## src/rtl/cam_pkg.sv

```systemverilog
// Shared constants, state encoding and pixel conversion for the camera capture stage.
package cam_pkg;

  localparam int IMG_W    = 160;
  localparam int IMG_H    = 120;
  localparam int FRAME_PX = IMG_W * IMG_H;

  typedef enum logic [1:0] {
    WAIT_FRAME = 2'd0,
    IDLE       = 2'd1,
    BYTE1      = 2'd2,
    BYTE2      = 2'd3
  } state_t;

  // hi is the first byte of the RGB565 pair, lo the second; keep the top bits of each colour.
  function automatic logic [11:0] rgb565_to_rgb444(input logic [7:0] hi, input logic [7:0] lo);
    return {hi[7:4], hi[2:0], lo[7], lo[4:1]};
  endfunction

endpackage

```

## src/rtl/cam_capture_rgb444.sv

```systemverilog
// Camera byte-pair assembler: RGB565 pairs qualified by href become RGB444 frame-buffer writes.
// state      | meaning
// WAIT_FRAME | vertical blank or post-reset, waiting for the vsync falling edge
// IDLE       | inside a frame, between lines, no byte held
// BYTE2      | high byte held, expecting the low byte
// BYTE1      | pixel just completed, expecting the next high byte
module cam_capture_rgb444
  import cam_pkg::*;
#(
  parameter int AW = 15,
  parameter int DW = 12
) (
  input  logic          clk,
  input  logic          rst,
  input  logic          CAM_vsync,
  input  logic          CAM_href,
  input  logic [7:0]    CAM_px_data,
  output logic [AW-1:0] DP_RAM_addr_in,
  output logic [DW-1:0] DP_RAM_data_in,
  output logic          DP_RAM_regW,
  output logic          frame_done,
  output logic          px_overflow
);

  localparam logic [AW-1:0] FRAME_END = AW'(FRAME_PX);

  state_t        state_q, state_d;
  logic          vsync_q, vsync_d, vsync_prev_q, vsync_prev_d;
  logic          href_q, href_d;
  logic [7:0]    data_q, data_d;
  logic [7:0]    hi_q, hi_d;
  logic [AW-1:0] ptr_q, ptr_d;
  logic [AW-1:0] addr_q, addr_d;
  logic [DW-1:0] pix_q, pix_d;
  logic          regw_q, regw_d;
  logic          done_q, done_d;
  logic          ovf_q, ovf_d;
  logic          vs_rise, vs_fall;

  always_ff @(posedge clk) begin
    if (!rst) begin
      state_q      <= WAIT_FRAME;
      vsync_q      <= 1'b0;
      vsync_prev_q <= 1'b0;
      href_q       <= 1'b0;
      data_q       <= '0;
      hi_q         <= '0;
      ptr_q        <= '0;
      addr_q       <= '0;
      pix_q        <= '0;
      regw_q       <= 1'b0;
      done_q       <= 1'b0;
      ovf_q        <= 1'b0;
    end else begin
      state_q      <= state_d;
      vsync_q      <= vsync_d;
      vsync_prev_q <= vsync_prev_d;
      href_q       <= href_d;
      data_q       <= data_d;
      hi_q         <= hi_d;
      ptr_q        <= ptr_d;
      addr_q       <= addr_d;
      pix_q        <= pix_d;
      regw_q       <= regw_d;
      done_q       <= done_d;
      ovf_q        <= ovf_d;
    end
  end

  assign vs_rise = vsync_q & ~vsync_prev_q;
  assign vs_fall = ~vsync_q & vsync_prev_q;

  always_comb begin
    vsync_d      = CAM_vsync;
    href_d       = CAM_href;
    data_d       = CAM_px_data;
    vsync_prev_d = vsync_q;
    state_d      = state_q;
    hi_d         = hi_q;
    ptr_d        = ptr_q;
    addr_d       = addr_q;
    pix_d        = pix_q;
    regw_d       = 1'b0;
    done_d       = 1'b0;
    ovf_d        = ovf_q;

    // ptr_q counts writes this frame, so reaching FRAME_END means the buffer is full.
    if (vs_rise) begin
      state_d = WAIT_FRAME;
      done_d  = (ptr_q == FRAME_END);
    end else begin
      unique case (state_q)
        WAIT_FRAME: begin
          if (vs_fall) begin
            state_d = IDLE;
            ptr_d   = '0;
            ovf_d   = 1'b0;
          end
        end
        IDLE, BYTE1: begin
          if (href_q) begin
            hi_d    = data_q;
            state_d = BYTE2;
          end else begin
            state_d = IDLE;
          end
        end
        BYTE2: begin
          if (href_q) begin
            state_d = BYTE1;
            if (ptr_q == FRAME_END) begin
              ovf_d = 1'b1;
            end else begin
              regw_d = 1'b1;
              addr_d = ptr_q;
              pix_d  = rgb565_to_rgb444(hi_q, data_q);
              ptr_d  = ptr_q + AW'(1);
            end
          end else begin
            state_d = IDLE;
          end
        end
        default: state_d = WAIT_FRAME;
      endcase
    end
  end

  assign DP_RAM_addr_in = addr_q;
  assign DP_RAM_data_in = pix_q;
  assign DP_RAM_regW    = regw_q;
  assign frame_done     = done_q;
  assign px_overflow    = ovf_q;

endmodule

```

## config.mk

```make
export PLATFORM = sky130hd
export DESIGN_NAME = cam_capture_rgb444
export DESIGN_NICKNAME = d
export VERILOG_FILES = /design/src/rtl/cam_pkg.sv /design/src/rtl/cam_capture_rgb444.sv
export SDC_FILE = /design/constraint.sdc
export NUM_CORES = 1
export LEC_CHECK = 0
export ABC_AREA = 1
export CORE_ASPECT_RATIO = 2
export CORE_UTILIZATION = 30
export DETAILED_ROUTE_END_ITERATION = 8
export GPL_TIMING_DRIVEN = 1
export SKIP_LAST_GASP = 1
export SYNTH_ARGS = -nofsm -noshare
export SYNTH_HDL_FRONTEND = slang
export SYNTH_SLANG_ARGS = --single-unit
```

## constraint.sdc

```tcl
create_clock -name clk -period 1.9 [get_ports clk]
set_input_delay 0.57 -clock clk [delete_from_list [all_inputs] [get_ports clk]]
set_output_delay 0.57 -clock clk [all_outputs]
set_load 0.05 [all_outputs]
```

[Word level (Yosys, flattened, before mapping)]
Index checks and enable logic that the tools add are counted.
Storage, ports and cells
  logic and storage cells: 53
  bits in registers: 66
  output and inout port bits: 30
  bits in writable memories: 0
  bits of input ports: 12
  latch bits: 0
  bits in read-only memories: 0
  memories: 0
Operators by class
  add/sub/neg operators: 1
  bitwise gates (word level): 9
  shifts and indexed selects: 0
  equal/unequal tests: 8
  multiply operators: 0
  divide/modulo/power cells: 0
  reduce and logical (&&, ||, !) cells: 10
  $lt $le $gt $ge: 0
  muxes and demuxes: 13
Operator list (number)
  15-bit two-way mux: 3
  15-bit case mux with 2 select lines: 1
  15-bit by 1-bit adder with 15-bit output, second input constant: 1
  15-bit equality test, second input constant: 1
  5-bit AND reduction: 2
  2-bit != test, second input constant: 4
  1-bit inverter: 7
  2-bit two-way mux: 3
  2-bit case mux with 3 select lines: 1
  2-bit equality test, second input constant: 2
  1-bit two-way mux: 4
  4-bit AND reduction: 1
  2-bit OR reduction: 2
  4-bit OR reduction: 1
  3-bit AND reduction: 1
  1-bit AND: 2
  2-bit by 1-bit equality test with 1-bit output, second input constant: 1
  2-bit zero test: 1
  1-bit case mux with 2 select lines: 1
  2-bit AND reduction: 1
  2-bit nonzero test: 1

[Depth between registers and ports, before layout]
  word-level depth: 4
  depth in mapped cells: 13
  depth with buffers taken out: 12

[Least setup slack after synthesis]
Ideal clock, no wire load.
  kind: register to register
  start point: reg ptr_q[0]
  end point: reg pix_q[10] (netlist: DP_RAM_data_in[10])
  library setup time: 0.116 ns
  stages on the path, launching flop included: 14
  path slack: 0.359 ns
  period minus slack after synthesis: 1.541 ns
  arrival: 1.425 ns
  path buffers: 2
  required time: 1.784 ns
  path through: dfxtp_1 inv_1 ha_1 nand2_1 inv_1 nand2_1 nor2_4 nand2_4 nand2_2 buf_6 inv_8 buf_6 nor2_2 nor2_1
Between the ends
  word-level cells in the longest chain between the ends: 3
Ends and longest elaborated chain
  start: declaration: line cam_capture_rgb444.sv:32  | logic [AW-1:0] ptr_q, ptr_d;
  start signal: assignment: line cam_capture_rgb444.sv:61  | ptr_q <= ptr_d;
  15-bit equality test: line cam_capture_rgb444.sv:111  | if (ptr_q == FRAME_END) begin
  1-bit inverter (no source line)
  4-bit AND reduction (no source line)
  end signal: assignment: line cam_capture_rgb444.sv:63  | pix_q <= pix_d;
  end: declaration: line cam_capture_rgb444.sv:34  | logic [DW-1:0] pix_q, pix_d;
No other way between the ends.
A chain may end at the register's enable or synchronous reset.

[Worst setup path after layout]
  start point: reg ptr_q[1]
  end point: reg addr_q[3] (netlist: DP_RAM_addr_in[3])
Between the ends
  word-level cells in the longest chain between the ends: 3
Ends and longest elaborated chain
  15-bit equality test: line cam_capture_rgb444.sv:111
  1-bit inverter (no source line)
  4-bit AND reduction (no source line)
  end signal: assignment: line cam_capture_rgb444.sv:62  | addr_q <= addr_d;
  end: declaration: line cam_capture_rgb444.sv:33  | logic [AW-1:0] addr_q, addr_d;
No other way between the ends.

==> run metrics <==
Crit. End Element=register; total negative slack=0 ns; synthesis-to-layout area growth=28.9%; routability cong.=around 0.86; CP cell instances=inv_1 > ha_1 > nand2_1 > inv_1 > nand2_1 > nor2_4 > nand2_4 > nand2_4 > buf_4 > o21ai_1 > nor2_1; clk_skew=approximately 0.0042 ns; Port Buf Inserts=slightly above 40; Seq cells post-synth=65; Static Leak=roughly 0.0017 µW; status=finished with violations; sequential area share after synthesis=approximately 46%; Final Cycle Share=between 80% and 90%; chip height=~140 µm; WS Path Type=register to register; clock slew at reported path FFs=~0.06 ns; Hold WC Path Type=register to register; initial antenna violation count=0; critical path's largest stage delay=~0.41 ns; dpl hpwl=around 5200 µm; max-slew violation count=0; hold_sp=vsync_prev_d; post-synthesis cell count=between 300 and 400; pin count of the biggest net entering global routing=42; Die X=70.9 µm; Slowest cell on crit path=dfxtp_1; Initial Util=between 30% and 40%; detailed-route DRC error count=8; Power Dens Cells=just under 900 nW/µm²; clk root buf=clkbuf_16; Avg WL per Cell=12.3 µm; Final ANT Viol Nets=0; CP Data Arrival Time=1.92 ns; final setup violation count=0; DRT iter0 DRCs=170; hold violation total from the final report=0; final-stage net count=about 470; syn nets=slightly above 400; Worst EP required=about 2.1 ns; # diodes=0; CP Launch Point=ptr_q[1]; r2r setup slk=0.19 ns; routed vias=2601; Via-to-Cell Ratio=between 4 and 5; vias in the first global route=~2500; first-pass GRT wire length=about 11000 µm; relative slew slack=about four fifths; grt ovf=0; fin crit period=approximately 1.7 ns; hold-fix buffers at CTS=0; mapped cell area=~2800 µm²; DRT Pass-1 Iters=7; worst slew pin tran=approximately 0.33 ns; syn_area_per_cell=slightly above 7 µm²; worst-case clock buffer depth=2; dpl ws=roughly 0.075 ns; die area=9910 µm²; Synth Warn #=0; fin worst setup slack=0.195 ns; Layout fillers=986; worst reg2reg path depth=11; final WL=a little under 7000 µm; hold path depth=2; Skew-Pair Late Insertion Delay=approximately 0.33 ns; IO Count=42; critical path startpoint category=register; CP max FO=13; RSZ-0062 raised after global routing=false; Max Freq=a little under 600 MHz; H-tree depth=3; global-route usage over all layers=around 15%; share of cells above drive strength 1=21.4%; CTS sink cnt=65; TritonCTS Buffers=9; failing checks=DRC; post-CTS setup repair buffer count=0; worst IR drop on VDD=roughly 0.37 mV; Hold EP=vsync_prev_q; Max-cap violations=0; clock tree from TritonCTS=yes; row cnt=50; reg2reg end=DP_RAM_addr_in[3]; Core Region=around 9300 µm²; Worst R2R Start=ptr_q[1]; Unique masters post-synth=31
[through the flow]
step	hold WS, ns	instances	util, %	total power [µW]	area (µm²)
finish	0.422	557	39.7	3270	3670
global route	0.456	557	39.7	3390	3670
CTS	0.425	557	39.6	3300	3670
detailed placement	0.417	541	36.3	1570	3360
global placement	0.422	541	36.3	1560	3360
floorplan	0.407	392	-	1500	2850
[synthesized netlist by cell type]
library cell	number	share of area [%]
ha_1	5	2.2
nand2_4	1	0.40
o21bai_1	1	0.26
nand3b_1	1	0.26
clkbuf_1	4	0.53
nand3_1	22	3.9
clkbuf_2	1	0.18
o21ai_1	7	1.2
nor3_2	1	0.35
or2_2	1	0.22
inv_8	1	0.40
inv_1	46	6.1
nand4_1	3	0.66
buf_6	2	0.79
and2_1	1	0.22
buf_2	2	0.35
buf_8	2	1.1
nand2_1	71	9.4
o21ai_0	33	5.8
nor2_1	72	9.5
dfxtp_1	65	46
o22ai_1	1	0.22
a21oi_1	5	0.88
inv_2	2	0.26
nand3_2	1	0.35
buf_4	1	0.26
nand2_2	3	0.66
nor2_4	2	0.79
nor3_1	10	1.8
a31oi_1	1	0.22
nor2_2	24	5.3
[worst max-delay path: cells and delay by family, from the launching register on]
| family | cells | cell delay, ns |
|---|---|---|
| adders and majority gates | 1 | 0.21 |
| AOI/OAI and AO/OA | 1 | 0.15 |
| and+or+nand+nor | 6 | 0.51 |
| DFF | 1 | 0.41 |
| buffers and inverters | 3 | 0.31 |
[report_power, final]
group	switching, µW	internal [µW]	total (µW)
Sequential	8.44	1380	1390
Clock	592	1140	1730
Combinational	86.0	62.4	148
Total	686	2580	3270
[final cells by class]
cell class	instances	area [µm²]	share of cell area [%]
Tap cell	104	130	3.54
Clock buffer	10	229	6.23
Clock inverter	6	82.6	2.25
Timing Repair Buffer	57	468	12.7
Multi-Input combinational cell	266	1270	34.6
Inverter	49	191	5.21
Sequential cell	65	1300	35.4
[cells in the final DEF (no fill, tap or decap), drive strengths merged]
cell           instances
a31oi                  1
clkbuf                10
nand4                  3
o21ai                 40
o21bai                 1
nor3                  11
buf                   46
bufinv                 2
inv                   49
dfxtp                 65
clkinv                 3
ha                     5
o22ai                  1
nor2                  98
clkinvlp               1
nand3                 23
or2                    1
nand3b                 1
a21oi                  5
nand2                 75
clkdlybuf4s50         11
and2                   1
[timing repair]
action | in CTS | in global routing
gates resized for setup | 0 | 1
endpoints found under the setup margin | 0 | 27
endpoints found under the hold margin | 0 | 0
[kinds of logic (layout without fill, tap and decap cells)]
kind of cell,count (synthesis),after routing,share of synthesized area [%]
adders and majority gates,5,5,2.20
buffers and inverters,61,122,9.88
and+or+nand+nor,213,213,33.6
AOI/OAI and AO/OA,48,48,8.61
DFF,65,65,45.7
[flip-flops by register name, summed over array words and instances, names as in the netlist, 2 cells and up]
register / cells
DP_RAM_addr_in: 15
ptr_q: 15
DP_RAM_data_in: 12
data_q: 8
hi_q: 7
state_q: 2
[per-layer routing]
metal	part of all wire (%)	GRT usage [%]
met5	0	0
met2	52	26.1
met4	6.5	11.7
met3	3.5	2.90
met1	37	14.7
[worst max-delay path by stage]
stage | end | slack [ns] | depth (start not counted)
floorplan | DP_RAM_data_in[10] | 0.36 | 13
global placement | ptr_q[10] | 0.09 | 6
detailed placement | DP_RAM_data_in[9] | 0.08 | 4
CTS | DP_RAM_data_in[9] | 0.07 | 11
global route | DP_RAM_data_in[0] | 0.04 | 11
finish | DP_RAM_addr_in[3] | 0.19 | 11
Power figures use the tool's default switching activity.
==> variant (same flow settings) <==
Register the output `DP_RAM_data_in` once more; this adds one clock of latency there. The other outputs are not delayed to match.
--- a/src/rtl/cam_capture_rgb444.sv
+++ b/src/rtl/cam_capture_rgb444.sv
@@ -126,7 +126,9 @@
   end
 
   assign DP_RAM_addr_in = addr_q;
-  assign DP_RAM_data_in = pix_q;
+  always_ff @(posedge clk) begin
+    DP_RAM_data_in <= pix_q;
+  end
   assign DP_RAM_regW    = regw_q;
   assign frame_done     = done_q;
   assign px_overflow    = ovf_q;
Check against the original RTL: not equivalent (a bounded check fails within 10 cycles, from zero or initial values and one cycle with rst low).
==> variant against the original RTL <==
Non-clock buffer count is 1 lower; power is 9.2% higher; sequential cell count is 12 higher; routed wire length is 3.0% higher; worst hold slack worse by 0.059 ns; clock skew is 0.00055 ns higher; area after synthesis is 6.6% higher; core utilization is 0.59 points higher; critical path depth is 2 lower; clock power is 2% higher; final area is 7.0% higher; via count is 1.3% higher; combinational power is 5% higher; worst setup slack worse by 0.042 ns; critical path type unchanged.
==> variant: results (changes against the original RTL) <==
run_status:
  status: "complete, no violations"  # was finished, violations left
detailed_routing:
  via_per_inst: 4.41  # was 4.67
  drt-initial-drc-count: 133  # was 170
  drcViolationCount: 0  # was 8
  dr_wl_met3_um: 252  # was 241 um
  wl_met2_um: 3770  # was 3580 um
  first_pass_iters: 4  # was 7
  wl_met1_um: 2620  # was 2560 um
power:
  power_leakage_nw: 1.77  # was 1.70 nW
  p_sw_mw: 0.742  # was 0.686 mW
  vdd_drop_max_mv: 0.487  # was 0.366 mV
worst_setup_path:
  cp.arrival_ns: 1.97  # was 1.92 ns
finish:
  nets: 477  # was 465
grt:
  met1_usage_pct: 13.8  # was 14.7%
  met3_usage_pct: 3.48  # was 2.90%
  grt_max_degree: 39  # was 42
  grt_pass1_wl_um: 11700  # was 11,300 um
logic_synthesis:
  netlist_top_cells_count: "nor2_1, nand2_1, dfxtp_1"  # unchanged
  synthAdderAreaFrac_pct: 2.06  # was 2.20%
  synth-xor-area-share_pct: 0.577  # was 0%
  syn_avg_cell_area_um2: 7.50  # was 7.27 um^2
placement:
  post-place-ws_ns: -0.00918  # was 0.0753 ns
  dpl.cell_count: 578  # was 541
  dpl.hpwl_um: 5280  # was 5220 um
timing:
  fin_skew_ns: 0.00477  # was 0.00422 ns
-- variant: what timing repair did --
| item | 4_1_cts | 5_1_grt |
|---|---|---|
| gates resized for setup | 0 | 5 |
| setup endpoints to repair | 0 | 26 |
| buffers inserted | 0 | 3 |
-- variant: layout make-up --
type / instances / area, um^2
inverter: 45 / 171
tap: 132 / 165
clock buffer: 12 / 267
multi-input combinational: 271 / 1260
clock inverter: 4 / 53.8
timing repair buffer: 56 / 477
fill: 997 / 5830
sequential: 77 / 1540
-- variant: path summary, 6_finish.rpt --
path / to / from / depth (start not counted) / slack [ns]
max: ptr_q[2]$_SDFFE_PN0P_ / state_q[0]$_SDFFE_PP0P_ / 9 / 0.15
min: DP_RAM_data_in[2]$_DFF_P_ / pix_q[2]$_SDFFE_PN0P_ / 0 / 0.36
min reg2reg: DP_RAM_data_in[2]$_DFF_P_ / pix_q[2]$_SDFFE_PN0P_ / 0 / 0.36
max reg2reg: ptr_q[2]$_SDFFE_PN0P_ / state_q[0]$_SDFFE_PP0P_ / 9 / 0.15
